`src/rtl/uart_pkg.sv`:
```
// Shared UART definitions: FSM state encoding, default frame parameters and
// a counter sizing helper. Shared by uart_rx and the future uart_tx.
package uart_pkg;

  localparam int unsigned UART_NUM_TICKS = 16;  // oversample ratio
  localparam int unsigned UART_DATA_BITS = 8;   // data bits per frame
  localparam int unsigned UART_SB_TICKS  = 16;  // ticks spent in stop state

  typedef enum logic [1:0] {
    UART_IDLE  = 2'b00,
    UART_START = 2'b01,
    UART_DATA  = 2'b10,
    UART_STOP  = 2'b11
  } uart_state_e;

  // Width of a tick counter that must reach max(a, b) - 1.
  function automatic int unsigned uart_cnt_width(input int unsigned a,
                                                 input int unsigned b);
    int unsigned m;
    m = (a > b) ? a : b;
    return (m <= 2) ? 1 : $clog2(m);
  endfunction

endpackage

```
`src/rtl/rx_sync.sv`:
```
// Two-flop synchronizer for an asynchronous serial line.
// Outputs preset to 1 on reset so an idle (high) line is seen immediately.
// Ports: clk_i clock, rst_ni async active-low reset, d_i async input,
//        q_o synchronized output (lags d_i by 2 clocks).
module rx_sync (
  input  logic clk_i,
  input  logic rst_ni,
  input  logic d_i,
  output logic q_o
);

  logic meta_q;
  logic sync_q;

  always_ff @(posedge clk_i or negedge rst_ni) begin
    if (!rst_ni) begin
      meta_q <= 1'b1;
      sync_q <= 1'b1;
    end else begin
      meta_q <= d_i;
      sync_q <= meta_q;
    end
  end

  assign q_o = sync_q;

endmodule

```
`src/rtl/uart_rx.sv`:
```
// UART receiver. Reconstructs LSB-first frames from the 16x oversample tick
// and the asynchronous RX line; samples each bit mid-bit.
// Ports: CLK clock, reset async active-low, TICK oversample strobe,
//        RX serial line (idles high), DOUT last good byte,
//        RX_DONE one-cycle pulse on DOUT update,
//        FRAME_ERR one-cycle pulse when the stop bit is sampled low.
module uart_rx
  import uart_pkg::*;
#(
  parameter int unsigned DATA_BITS = UART_DATA_BITS,
  parameter int unsigned SB_TICKS  = UART_SB_TICKS,
  parameter int unsigned NUM_TICKS = UART_NUM_TICKS
) (
  input  logic                 CLK,
  input  logic                 reset,
  input  logic                 TICK,
  input  logic                 RX,
  output logic [DATA_BITS-1:0] DOUT,
  output logic                 RX_DONE,
  output logic                 FRAME_ERR
);

  localparam int unsigned SW = uart_cnt_width(NUM_TICKS, SB_TICKS);
  localparam int unsigned NW = (DATA_BITS > 1) ? $clog2(DATA_BITS) : 1;

  localparam logic [SW-1:0] S_MID  = SW'(NUM_TICKS / 2 - 1);
  localparam logic [SW-1:0] S_LAST = SW'(NUM_TICKS - 1);
  localparam logic [SW-1:0] S_STOP = SW'(SB_TICKS - 1);
  localparam logic [NW-1:0] N_LAST = NW'(DATA_BITS - 1);

  logic rx_s;

  uart_state_e          state_q, state_d;
  logic [SW-1:0]        s_cnt_q, s_cnt_d;
  logic [NW-1:0]        n_cnt_q, n_cnt_d;
  logic [DATA_BITS-1:0] shreg_q, shreg_d;
  logic [DATA_BITS-1:0] dout_q, dout_d;
  logic                 done_q, done_d;
  logic                 ferr_q, ferr_d;

  // Line synchronizer; all decisions use rx_s.
  rx_sync u_rx_sync (
    .clk_i  (CLK),
    .rst_ni (reset),
    .d_i    (RX),
    .q_o    (rx_s)
  );

  // State and datapath registers.
  always_ff @(posedge CLK or negedge reset) begin
    if (!reset) begin
      state_q <= UART_IDLE;
      s_cnt_q <= '0;
      n_cnt_q <= '0;
      shreg_q <= '0;
      dout_q  <= '0;
      done_q  <= 1'b0;
      ferr_q  <= 1'b0;
    end else begin
      state_q <= state_d;
      s_cnt_q <= s_cnt_d;
      n_cnt_q <= n_cnt_d;
      shreg_q <= shreg_d;
      dout_q  <= dout_d;
      done_q  <= done_d;
      ferr_q  <= ferr_d;
    end
  end

  // Next-state logic. Only IDLE->START is allowed off a non-tick cycle.
  always_comb begin
    state_d = state_q;
    s_cnt_d = s_cnt_q;
    n_cnt_d = n_cnt_q;
    shreg_d = shreg_q;
    dout_d  = dout_q;
    done_d  = 1'b0;
    ferr_d  = 1'b0;

    case (state_q)
      UART_IDLE: begin
        if (!rx_s) begin
          state_d = UART_START;
          s_cnt_d = '0;
        end
      end

      UART_START: begin
        if (TICK) begin
          if (s_cnt_q == S_MID) begin
            // Still low at mid start bit: genuine frame, else a glitch.
            if (!rx_s) begin
              state_d = UART_DATA;
              s_cnt_d = '0;
              n_cnt_d = '0;
            end else begin
              state_d = UART_IDLE;
            end
          end else begin
            s_cnt_d = s_cnt_q + SW'(1);
          end
        end
      end

      UART_DATA: begin
        if (TICK) begin
          if (s_cnt_q == S_LAST) begin
            s_cnt_d = '0;
            shreg_d = {rx_s, shreg_q[DATA_BITS-1:1]};
            if (n_cnt_q == N_LAST) begin
              state_d = UART_STOP;
            end else begin
              n_cnt_d = n_cnt_q + NW'(1);
            end
          end else begin
            s_cnt_d = s_cnt_q + SW'(1);
          end
        end
      end

      UART_STOP: begin
        if (TICK) begin
          if (s_cnt_q == S_STOP) begin
            state_d = UART_IDLE;
            if (rx_s) begin
              dout_d = shreg_q;
              done_d = 1'b1;
            end else begin
              ferr_d = 1'b1;
            end
          end else begin
            s_cnt_d = s_cnt_q + SW'(1);
          end
        end
      end
    endcase
  end

  assign DOUT      = dout_q;
  assign RX_DONE   = done_q;
  assign FRAME_ERR = ferr_q;

endmodule

```
`config.mk`:
```
export PLATFORM = sky130hd
export DESIGN_NAME = uart_rx
export DESIGN_NICKNAME = d
export VERILOG_FILES = /design/src/rtl/uart_pkg.sv /design/src/rtl/rx_sync.sv /design/src/rtl/uart_rx.sv
export SDC_FILE = /design/constraint.sdc
export NUM_CORES = 1
export LEC_CHECK = 0
export CAP_MARGIN = 20
export CORE_MARGIN = 5
export CORE_UTILIZATION = 49
export CTS_BUF_LIST = sky130_fd_sc_hd__clkbuf_4 sky130_fd_sc_hd__clkbuf_8 sky130_fd_sc_hd__clkbuf_16
export DETAILED_ROUTE_END_ITERATION = 10
export PLACE_DENSITY = 0.73
export RECOVER_POWER = 25
export SKIP_LAST_GASP = 1
export SYNTH_ARGS = -nofsm -noshare
export SYNTH_HDL_FRONTEND = slang
export SYNTH_HIERARCHICAL = 1
export SYNTH_SLANG_ARGS = --single-unit
```
`constraint.sdc`:
```
create_clock -name CLK -period 1.5 [get_ports CLK]
set_clock_uncertainty 0.1 [all_clocks]
set_input_delay 0.225 -clock CLK [delete_from_list [all_inputs] [get_ports CLK]]
set_output_delay 0.225 -clock CLK [all_outputs]
set_load 0.01 [all_outputs]
```
# == Word-level counts from Yosys, hierarchy flattened ==
# Cells that the tools add are included.
# classes
n_addsub,2
n_eq_ne,17
muxes,33
reduce_logical,7
# op_table
operator,n
$mux W4,7
$ne A2 B2 Y1 const B,11
$mux W2,9
$mux W3,6
$pmux W4 S4,1
$mux W1,8
$pmux W2 S4,1
$reduce_and A4 Y1,2
$reduce_and A8 Y1,1
$reduce_and A7 Y1,1
$pmux W3 S2,1
$add A4 B1 Y4 const B,1
$eq A2 B2 Y1 const B,2
$eq A4 B3 Y1 const B,1
$eq A4 B4 Y1 const B,1
$add A3 B1 Y3 const B,1
$eq A3 B3 Y1 const B,1
$reduce_and A3 Y1,1
$eq A2 B1 Y1 const B,1
$logic_not A2 Y1,1
$reduce_bool A2 Y1,1
# totals
ff_bits,29
input_bits,4
out_inout_bits,10
wordCells,68

# == Longest topological paths before layout ==
# Gate-level depths: netlist of run 1.
# logic_depth
depth_word,5
ltp_mapped,5
ltp_nobuf,5

# == Cells and area by module ==
# Netlist of run 1, hierarchy kept.
# modules_own_cells
module,instances,cells_per_inst,area_each_um2,seq_area_each_um2
uart_rx,1,98,1242.4,675.6
rx_sync,1,2,52.6,52.6

# == Least setup slack after synthesis of run 1 ==
# No wires, ideal clock.
# synth_timing
path_kind,reg2reg
start,reg s_cnt_q[0]
end,reg dout_q[0] (netlist: DOUT[0])
setup_time_ps,125
arrival_time_ps,1433
required_time_ps,1275
path_slack_ps,-158
path_stages_with_launch,6
n_path_buf,0
synth_period_minus_slack_ps,1658
path_cell_list,dfrtp_1 > ha_1 > and3_4 > nand2_4 > nor2_4 > mux2_2
# synth_between
elab_chain_cells,2
# synth_rtl
element,line_no,text
start: declaration,uart_rx.sv:34,"logic [SW-1:0] s_cnt_q, s_cnt_d;"
start signal: assignment,uart_rx.sv:61,s_cnt_q <= s_cnt_d;
$eq A4 B4 Y1,uart_rx.sv:123,if (s_cnt_q == S_STOP) begin
$reduce_and A4 Y1 (no line),--,
end signal: assignment,uart_rx.sv:64,dout_q <= dout_d;
end: declaration,uart_rx.sv:37,"logic [DATA_BITS-1:0] dout_q, dout_d;"
# No other way between the ends.
# A chain may end at the register's enable or synchronous reset.

# == Worst setup path in the final report of run 1 ==
# layout_timing
start,reg s_cnt_q[0]
end,reg shreg_q[3]
# layout_between
elab_chain_cells,2
# layout_rtl
element,line_no,text
$eq A4 B4 Y1,uart_rx.sv:107,if (s_cnt_q == S_LAST) begin
$reduce_and A3 Y1 (no line),--,
end signal: assignment,uart_rx.sv:63,shreg_q <= shreg_d;
end: declaration,uart_rx.sv:36,"logic [DATA_BITS-1:0] shreg_q, shreg_d;"
# No other way between the ends.

==> summary.md, run 1 <==
| Metric | Value |
|---|---|
| Avg WL per Cell | `14.8 µm` |
| Least-Margin Pin Slew | `0.698 ns` |
| Synth cell count leaders | `dfrtp_1, mux2_2, nand2_1, inv_1, nor2_1` |
| Count leader, synth | `dfrtp_1` |
| Die area | `3770 µm²` |
| Largest cells by area after synthesis | `dfrtp_1, mux2_2, dfstp_2` |
| CTS root buf | `clkbuf_4` |
| Async S/R FF share, synth | `1.00` |
| Die height | `61.4 µm` |
| Main synth FF type | `dfrtp_1` |
| Post-Syn Instances | `100` |
| Initial antenna violation count | `0` |
| R2R Path End | `shreg_q[3]$_DFFE_PN0P_` |
| Worst hold stages | `0` |
| Worst EP required | `1.61 ns` |
| R2R setup slack | `-0.11 ns` |
| CP Capture Type | `flip-flop` |
| Hold Path Class | `flip-flop to flip-flop` |
| Drt initial violations | `9` |
| Hold EP | `u_rx_sync/q_o$_DFF_PN1_` |
| Residual DRC | `0` |
| Later-pin clock latency in the skew report | `0.33 ns` |
| Clock Tree Buf Depth | `2` |
| Slew Viols, Final | `0` |
| Area growth, synth to finish | `33.6%` |
| Grt ovf | `0` |
| Max cap viols | `0` |
| Sink Count | `29` |
| Setup_tns | `-1.31 ns` |
| Unrepaired setup endpoints after global routing | `yes` |
| Total GRT Usage | `0.160` |
| Post-synth EDFFs | `0` |
| Synthesis Warnings | `6` |
| Arrival @ worst endpoint | `1.73 ns` |
| Failing checks | `setup timing` |
| Ant. Diodes | `0` |
| Tcrit/Tclk final | `1.08` |
| Area leader, netlist | `dfrtp_1` |
| Vias in the first global route | `947` |
| Layout cells sized above 1 | `0.443` |
| Port Buffer Count | `13` |
| Multi-input gate area | `603 µm²` |
| Top Ports | `14` |
| Die W | `61.4 µm` |
| Synth Area per Inst | `12.9 µm²` |
| Max Freq | `620 MHz` |
| Top cell type's share of synthesized area | `0.522` |
| Endpoints failing hold | `0` |
| CP startpoint kind | `flip-flop` |
| Final-layout fill cell count | `185` |
| Register bit count reported by yosys | `29` |
| Starting Density | `0.518` |
| Routed Antenna Nets | `0` |
| R2R cell count | `6` |
| Total Power | `2.32 mW` |
| Crit Path Max Fanout | `5` |
| Total CTS buffers | `5` |
| CTS tree | `done` |
| Final layout net count | `146` |
| Syn Nets | `107` |
| First-pass iteration count of the detailed router | `4` |
| FP Rows | `18` |
| Hold path startpoint | `u_rx_sync/meta_q$_DFF_PN1_` |
| P per Cell Area | `1340 nW/µm²` |
| H-tree Lvls | `2` |
| Clock slew at reported path FFs | `0.09 ns` |
| Worst Setup Path Type | `flip-flop to flip-flop` |
| Fin crit period | `1.61 ns` |
| VDD IR-drop max | `0.00108 V` |
| FF/Latch Area | `728 µm²` |
| Via count | `914` |
| Largest net degree at the start of global routing | `30` |
| RR Startpoint | `s_cnt_q[0]$_DFFE_PN0P_` |
| Final setup vio count | `20` |
| GPL Wtd Cong | `0.765` |
| Area of the mapped netlist | `1290 µm²` |
| Final WS setup | `-0.114 ns` |
| CORE AREA | `2500 µm²` |
| Leakage | `0.898 nW` |
| Max transition margin | `0.534` |
| DR vias/cell | `5.38` |
| Post-DP HPWL | `1.70 mm` |
| Global-route wire length before repair | `4.24 mm` |
| Total Wirelength | `2.52 mm` |
| Status | `finished with violations` |
| Yosys cell types | `33` |
| Sequential share of the synthesized area | `0.562` |
[final cells by class]
type / instances / area share
sequential: 29 / 0.421
multi-input combinational: 65 / 0.349
timing repair buffer: 34 / 0.160
clock buffer: 7 / 0.0376
tap: 30 / 0.0217
inverter: 4 / 0.00868
clock inverter: 1 / 0.00289
[worst max-delay path by stage]
stage | startpoint | to
after global placement | TICK | DOUT[4]$_DFFE_PN0P_
after CTS | s_cnt_q[1]$_DFFE_PN0P_ | DOUT[3]$_DFFE_PN0P_
after detailed placement | TICK | DOUT[3]$_DFFE_PN0P_
after global routing | s_cnt_q[0]$_DFFE_PN0P_ | DOUT[3]$_DFFE_PN0P_
after floorplan | s_cnt_q[0]$_DFFE_PN0P_ | DOUT[0]$_DFFE_PN0P_
final | s_cnt_q[0]$_DFFE_PN0P_ | shreg_q[3]$_DFFE_PN0P_
[per-stage QoR]
step | worst slack, ns | instances | cell area [µm²] | hold WS [ns] | utilization
6_report | -0.114 | 170 | 1730 | 0.258 | 0.692
3_5_place_dp | -0.396 | 157 | 1580 | 0.248 | 0.633
3_3_place_gp | -0.348 | 157 | 1580 | 0.247 | 0.633
4_1_cts | -0.117 | 168 | 1690 | 0.136 | 0.676
2_1_floorplan | -0.122 | 100 | 1300 | -0.171 | -
5_1_grt | -0.161 | 170 | 1730 | 0.265 | 0.692
[state kept, by name, summed over array words and instances (netlist names), named ones only]
name	cells
FRAME_ERR	1
n_cnt_q	3
u_rx_sync/meta_q	1
u_rx_sync/q_o	1
shreg_q	8
state_q	1
DOUT	8
s_cnt_q	4
RX_DONE	1
[cells by family (layout without fill, tap and decap cells)]
logic type      Yosys count  count (layout)  share of synthesized area
mux                      19              19                      0.163
simple gates             27              28                      0.120
buf+inv                   7              46                     0.0299
compound gates           15              15                     0.0957
flops                    29              29                      0.562
fa+ha+maj                 3               3                     0.0290
[routing by layer]
layer	vias to the layer above	routed length [µm]	global-route usage
li1	439	-	-
met1	455	1100	0.195
met2	16	1280	0.257
met3	4	96	0.0587
met4	0	37	0.0667
met5	-	0	0
[worst max-delay path, cell delays in order, from the launching register on]
cell     delay [ns]
dfrtp_1        0.39
ha_2           0.20
and3_4         0.17
buf_4          0.14
nand3_4        0.07
buf_6          0.13
mux2_2         0.32
[cells in the final DEF (no fill, tap or decap), types with 2 or more instances in the layout]
cell type / instances
nor2_4: 2
nor2_1: 4
nand2_1: 7
dlygate4sd3_1: 2
nand3_1: 2
a21oi_1: 2
a21o_1: 3
mux2_2: 8
dlygate4sd2_1: 10
ha_1: 2
clkbuf_4: 5
mux2_4: 9
inv_1: 4
mux2i_1: 2
buf_4: 19
dfrtp_1: 27
clkbuf_8: 2
and3_2: 2
dfstp_2: 2
nor3_1: 3
[repair_timing]
item,4_1_cts,5_1_grt
gates cloned,1,0
resized for setup,18,10
buffers inserted,2,2
pin swaps,9,6
endpoints found under the setup margin,33,22
hold buffers,0,0
endpoints found under the hold margin,0,0
[power breakdown]
part           internal [mW]  total [mW]  switching [mW]
registers              0.891       0.969          0.0779
clock network          0.271       0.542           0.271
logic                  0.416       0.811           0.395
Note: power is estimated with default switching activity, not from simulation.
==> run 2: changes to the inputs <==
--- a/config.mk
+++ b/config.mk
@@ -6,7 +6,7 @@
 export NUM_CORES = 1
 export LEC_CHECK = 0
 export CAP_MARGIN = 20
-export CORE_MARGIN = 5
+export CORE_MARGIN = 2
 export CORE_UTILIZATION = 49
 export CTS_BUF_LIST = sky130_fd_sc_hd__clkbuf_4 sky130_fd_sc_hd__clkbuf_8 sky130_fd_sc_hd__clkbuf_16
 export DETAILED_ROUTE_END_ITERATION = 10
==> summary.md, run 2 (synthesis results as in run 1) <==
| Metric | Value |
|---|---|
| Worst Setup Path Type | `flip-flop to flip-flop` |
| Max cap viols | `0 (unchanged)` |
| Clock slew at reported path FFs | `0.08 ns (about the same)` |
| Global-route wire length before repair | `4.44 mm (+4.5%)` |
| Later-pin clock latency in the skew report | `0.32 ns (about the same)` |
| Status | `finished with violations` |
| Endpoints failing hold | `0 (unchanged)` |
| Via count | `920 (+0.66%)` |
| Final WS setup | `-0.135 ns (-0.0207 ns)` |
| Hold Path Class | `flip-flop to flip-flop` |
| CORE AREA | `2500 µm² (unchanged)` |
| Worst setup startpoint | `s_cnt_q[1]$_DFFE_PN0P_` |
| CP Capture Type | `flip-flop` |
| CP cell instances | `ha_4, and3_4, buf_4, nand3_4, buf_6, mux2_2` |
| Largest net degree at the start of global routing | `30 (unchanged)` |
| Total GRT Usage | `0.186 (+0.0260)` |
| Crit path depth | `6 (unchanged)` |
| Leakage | `0.911 nW (+1.4%)` |
| Final setup vio count | `22 (+10%)` |
| H-tree Lvls | `2 (unchanged)` |
| Final-layout fill cell count | `188 (+1.6%)` |
| Most frequent cells in the layout | `dfrtp_1, buf_4, mux2_2` |
| Drt initial violations | `9 (unchanged)` |
| Setup crit end | `shreg_q[2]$_DFFE_PN0P_` |
| Crit Path Max Fanout | `4 (-1)` |
| Max Freq | `612 MHz (-1.3%)` |
| CP max stage delay | `0.42 ns (+0.03 ns)` |
| Sink Count | `29 (unchanged)` |
| CTS root buf | `clkbuf_4` |
| WP buf/inv | `2 (unchanged)` |
| Routed Antenna Nets | `0 (unchanged)` |
| Port Buffer Count | `13 (unchanged)` |
| Least-Margin Pin Slew | `0.687 ns (-0.0114 ns)` |
| Die W | `55.4 µm (-9.8%)` |
| Grt ovf | `0 (unchanged)` |
| CP startpoint kind | `flip-flop` |
| Worst EP required | `1.61 ns (about the same)` |
| First-pass iteration count of the detailed router | `4 (unchanged)` |
| Total Power | `2.43 mW (+4.5%)` |
| Die height | `55.4 µm (-9.8%)` |
| R2R cell count | `6 (unchanged)` |
| Hold WS | `0.263 ns (+0.00514 ns)` |
| Clock Tree Buf Depth | `2 (unchanged)` |
| Ant. Diodes | `0 (unchanged)` |
| Total CTS buffers | `5 (unchanged)` |
| CTS tree | `done` |
| Layout cells sized above 1 | `0.432 (-0.0112)` |
| Final design utilization | `0.693 (about the same)` |
| Top Ports | `14 (unchanged)` |
| Commonest non-fill, non-tap cell in the layout | `dfrtp_1` |
| Failing checks | `setup timing` |
| Residual DRC | `0 (unchanged)` |
| Die area | `3070 µm² (-19%)` |
| Starting Density | `0.518 (unchanged)` |
| CP max-delay cell | `dfrtp_1` |
| Tcrit/Tclk final | `1.09 (+0.0138)` |
| RR Startpoint | `s_cnt_q[1]$_DFFE_PN0P_` |
| DR vias/cell | `5.44 (+1.3%)` |
| GPL Wtd Cong | `0.862 (+13%)` |
| Arrival @ worst endpoint | `1.74 ns (about the same)` |
| R2R setup slack | `-0.13 ns (-0.02 ns)` |
| Delay-heaviest family, CP | `flip-flops` |
| VDD IR-drop max | `0.00107 V (-1.2%)` |
| Slew Viols, Final | `0 (unchanged)` |
| Area growth, synth to finish | `33.7% (about the same)` |
| Initial antenna violation count | `0 (unchanged)` |
| Unrepaired setup endpoints after global routing | `yes` |
| Post-DP HPWL | `1.72 mm (+1.5%)` |
| Max transition margin | `0.542 (+0.00762)` |
| Vias in the first global route | `984 (+3.9%)` |
| Fin crit period | `1.63 ns (+0.0207 ns)` |
| Final layout net count | `145 (-0.68%)` |
| R2R Path End | `shreg_q[2]$_DFFE_PN0P_` |
| FP Rows | `18 (unchanged)` |
| P per Cell Area | `1400 nW/µm² (+4.4%)` |
| Avg WL per Cell | `14.6 µm (-1.4%)` |
| Placement Setup Slack | `-0.420 ns (-0.0238 ns)` |
| Total Wirelength | `2.47 mm (-1.9%)` |
## run 2: cell types whose count changed in the layout (fill, tap and decap cells not counted), sizes merged
cell	previous run	this run
bufinv	0	1
clkinv	1	0
nor2	6	5
## run 2: how the worst min path moves through the flow
| stage | end | cells after the start | from |
|---|---|---|---|
| 2_1_floorplan | DOUT[0]$_DFFE_PN0P_ | 0 | reset |
| 3_3_place_gp | u_rx_sync/q_o$_DFF_PN1_ | 0 | u_rx_sync/meta_q$_DFF_PN1_ |
| 3_5_place_dp | u_rx_sync/q_o$_DFF_PN1_ | 0 | u_rx_sync/meta_q$_DFF_PN1_ |
| 4_1_cts | FRAME_ERR$_DFF_PN0_ | 2 | reset |
| 5_1_grt | u_rx_sync/q_o$_DFF_PN1_ | 0 | u_rx_sync/meta_q$_DFF_PN1_ |
| 6_report | u_rx_sync/q_o$_DFF_PN1_ | 0 | u_rx_sync/meta_q$_DFF_PN1_ |
## run 2: final cells by class
cell class	count	area [µm²]	share of cell area
inverters	4	15.0	0.00867
multi-input cells	64	566	0.327
repair buffers	34	297	0.171
clock inverters	1	30.0	0.0173
clock buffers	7	58.8	0.0340
well taps	30	37.5	0.0217
flip-flops and latches	29	728	0.421
## run 2: repair_timing
action | 4_1_cts | 5_1_grt
hold buffers | 0 | 0
buffers inserted | 3 | 1
endpoints found under the setup margin | 33 | 23
resized for setup | 15 | 5
pin swaps | 6 | 4
## run 2: layer usage
layer	track usage	up-vias	part of all wire
li1	-	435	-
met1	0.220	469	0.42
met2	0.308	12	0.53
met3	0.0726	4	0.040
met4	0.0627	0	0.0089
met5	0	-	0
## run 2: stage by stage
stage                     TNS [ns]  cells  area, µm²
after global routing         -3.52    169       1730
after detailed placement     -7.05    157       1580
after global placement       -5.74    157       1580
after CTS                    -1.45    168       1720
final                        -1.85    169       1730
after floorplan              -1.25    100       1300
## run 2: report_power, final
group | switching [mW] | internal (mW) | total (mW)
Clock | 0.254 | 0.416 | 0.670
Combinational | 0.367 | 0.407 | 0.774
Sequential | 0.0899 | 0.892 | 0.982
==> run 3: changes to the inputs <==
--- a/config.mk
+++ b/config.mk
@@ -11,7 +11,6 @@
 export CTS_BUF_LIST = sky130_fd_sc_hd__clkbuf_4 sky130_fd_sc_hd__clkbuf_8 sky130_fd_sc_hd__clkbuf_16
 export DETAILED_ROUTE_END_ITERATION = 10
 export PLACE_DENSITY = 0.73
-export RECOVER_POWER = 25
 export SKIP_LAST_GASP = 1
 export SYNTH_ARGS = -nofsm -noshare
 export SYNTH_HDL_FRONTEND = slang
==> constraint.sdc (replaced) <==
create_clock -name CLK -period 1.5 [get_ports CLK]
set_clock_uncertainty 0.1 [all_clocks]
set_input_delay 0.225 -clock CLK [delete_from_list [all_inputs] [get_ports CLK]]
set_output_delay 0.225 -clock CLK [all_outputs]
set_load 0.05 [all_outputs]
==> summary.md, run 3 (synthesis results as in run 1) <==
| Metric | Value |
|---|---|
| Status | `finished with violations` |
| Failing checks | `setup timing` |
| FP Rows | `18 (unchanged)` |
| Max cap viols | `0 (unchanged)` |
| Avg WL per Cell | `14.8 µm (+1.4%)` |
| Wire length on met3 | `94 µm (-5.1%)` |
| P_int | `1.70 mW (-0.84%)` |
| Area growth, synth to finish | `42.2%` |
| Combinational share of power | `0.315 (-0.004)` |
| Endpoints failing hold | `0 (unchanged)` |
| M1 WL | `1.08 mm (+3.4%)` |
| Routed wl met2 | `1.29 mm (-0.54%)` |
| Total GRT Usage | `0.184 (-0.00190)` |
| VDD IR-drop max | `0.00117 V (+9.9%)` |
| Leakage | `0.892 nW (-2.0%)` |
| CTS root buf | `clkbuf_4` |
| Clock Tree Buf Depth | `2 (unchanged)` |
| Die height | `55.4 µm (unchanged)` |
| Hold Path Class | `input pin to async pin` |
| FF/Latch Area | `728 µm² (unchanged)` |
| CP cell instances | `ha_2, and3_4, nand2_8, nor2_4, mux2_2` |
| Total Wirelength | `2.49 mm (+0.77%)` |
| H-tree Lvls | `2 (unchanged)` |
| Flop pwr share | `0.405 (about the same)` |
| Max Used Layer | `met4` |
| P per Cell Area | `1310 nW/µm² (-6.8%)` |
| CP max-delay cell | `dfrtp_1` |
| Sw Share | `0.293 (about the same)` |
| Hold WS | `0.157 ns (-0.106 ns)` |
| Delay-heaviest family, CP | `simple AND/OR/NAND/NOR gates` |
| Initial antenna violation count | `0 (unchanged)` |
| Global-route wire length before repair | `4.42 mm (-0.45%)` |
| Crit Path Max Fanout | `5 (+1)` |
| Final setup vio count | `21 (-4.5%)` |
| Psw | `0.705 mW (-0.93%)` |
| Die area | `3070 µm² (unchanged)` |
| First-pass iteration count of the detailed router | `4 (unchanged)` |
| GPL Wtd Cong | `0.856 (-0.66%)` |
| Final design utilization | `0.737 (+0.0440)` |
| Commonest non-fill, non-tap cell in the layout | `dfrtp_1` |
| Residual DRC | `0 (unchanged)` |
| DR vias/cell | `5.43 (-0.28%)` |
| R2R setup slack | `-0.10 ns (+0.03 ns)` |
| Tcrit/Tclk final | `1.07 (-0.0212)` |
| Most frequent cells in the layout | `dfrtp_1, buf_4, mux2_2` |
| Grt ovf | `0 (unchanged)` |
| Sink Count | `29 (unchanged)` |
| Port Buffer Count | `13 (unchanged)` |
| Placement Setup Slack | `-0.387 ns (+0.0329 ns)` |
| Worst Setup Path Type | `flip-flop to flip-flop` |
| Ant. Diodes | `0 (unchanged)` |
| CP max stage delay | `0.37 ns (-0.05 ns)` |
| Top Ports | `14 (unchanged)` |
| Placed instance area | `1670 µm² (+5.9%)` |
| Drt initial violations | `30 (+21)` |
| Starting Density | `0.518 (unchanged)` |
| Worst EP required | `1.60 ns (about the same)` |
| CTS tree | `done` |
| Slew Viols, Final | `0 (unchanged)` |
| Die W | `55.4 µm (unchanged)` |
| Largest net degree at the start of global routing | `30 (unchanged)` |
| # hold bufs at CTS | `0 (unchanged)` |
| Final WS setup | `-0.103 ns (+0.0318 ns)` |
| Max transition margin | `0.831 (+0.289)` |
| Setup_tns | `-1.46 ns (+0.391 ns)` |
| Vias in the first global route | `969 (-1.5%)` |
| Routed Antenna Nets | `0 (unchanged)` |
| Via count | `912 (-0.87%)` |
| Clk pwr share | `0.280 (+0.004)` |
| Total CTS buffers | `5 (unchanged)` |
| Unrepaired setup endpoints after global routing | `yes` |
| Multi-input gate area | `583 µm² (+3.1%)` |
| WP buf/inv | `0 (-2)` |
| CP startpoint kind | `flip-flop` |
| Post-DP HPWL | `1.73 mm (+0.15%)` |
| Least-Margin Pin Slew | `0.253 ns (-0.434 ns)` |
| Arrival @ worst endpoint | `1.70 ns (-0.04 ns)` |
| CORE AREA | `2500 µm² (unchanged)` |
| Final layout net count | `144 (-0.69%)` |
| Clock slew at reported path FFs | `0.09 ns (about the same)` |
| Max Freq | `624 MHz (+2.0%)` |
| Final Cell Area | `1840 µm² (+6.4%)` |
| Layout cells sized above 1 | `0.500 (+0.0683)` |
| Fin crit period | `1.60 ns (-0.0318 ns)` |
| CP Capture Type | `flip-flop` |
| Final-layout fill cell count | `157 (-16%)` |
| Later-pin clock latency in the skew report | `0.31 ns (about the same)` |
[run 3: changes by cell type in the layout (fill, tap and decap cells not counted), moves of 2 or more]
cell | before | now
buf_12 | 1 | 11
buf_6 | 3 | 1
clkdlybuf4s50_1 | 1 | 3
dlygate4sd2_1 | 10 | 0
dlygate4sd3_1 | 2 | 0
mux2_2 | 15 | 12
mux2_4 | 2 | 5
[run 3: what timing repair did]
item	4_1_cts	5_1_grt
endpoints found under the setup margin	23	24
resized for setup	9	4
cloned	1	0
pin swaps	6	2
buffers inserted	1	2
endpoints found under the hold margin	0	0
[run 3: power by group through the flow]
stage | clock [mW] | combinational [mW] | sequential, mW
after global routing | 0.740 | 0.835 | 0.986
final | 0.673 | 0.758 | 0.974
after detailed placement | 0 | 0.668 | 0.985
after CTS | 0.693 | 0.701 | 0.970
after global placement | 0 | 0.637 | 0.979
after floorplan | 0 | 0.411 | 0.984
[run 3: worst paths after layout]
path                                              endpoint  cells past startpoint                  startpoint
worst max register to register         DOUT[4]$_DFFE_PN0P_                      5      s_cnt_q[0]$_DFFE_PN0P_
min in group CLK                u_rx_sync/meta_q$_DFF_PN1_                      1                          RX
worst max-delay path                   DOUT[4]$_DFFE_PN0P_                      5      s_cnt_q[0]$_DFFE_PN0P_
worst min-delay path                   FRAME_ERR$_DFF_PN0_                      2                       reset
max in group asynchronous       u_rx_sync/meta_q$_DFF_PN1_                      2                       reset
worst min register to register     u_rx_sync/q_o$_DFF_PN1_                      0  u_rx_sync/meta_q$_DFF_PN1_
[run 3: stage by stage]
step | power (mW) | instances
floorplan | 1.39 | 100
global placement | 1.62 | 156
detailed placement | 1.65 | 156
CTS | 2.36 | 166
global route | 2.56 | 168
finish | 2.41 | 168
[run 3: per-layer routing]
layer | up-vias | track usage
met5 | - | 0
met4 | 0 | 0.0627
met3 | 3 | 0.0539
met2 | 19 | 0.303
met1 | 457 | 0.231
li1 | 433 | -
[run 3: area by class of cell]
class,instances,share of cell area
clock inverters,1,0.0163
inverters,4,0.00815
repair buffers,32,0.211
well taps,30,0.0204
flip-flops and latches,29,0.395
multi-input cells,65,0.317
clock buffers,7,0.0319
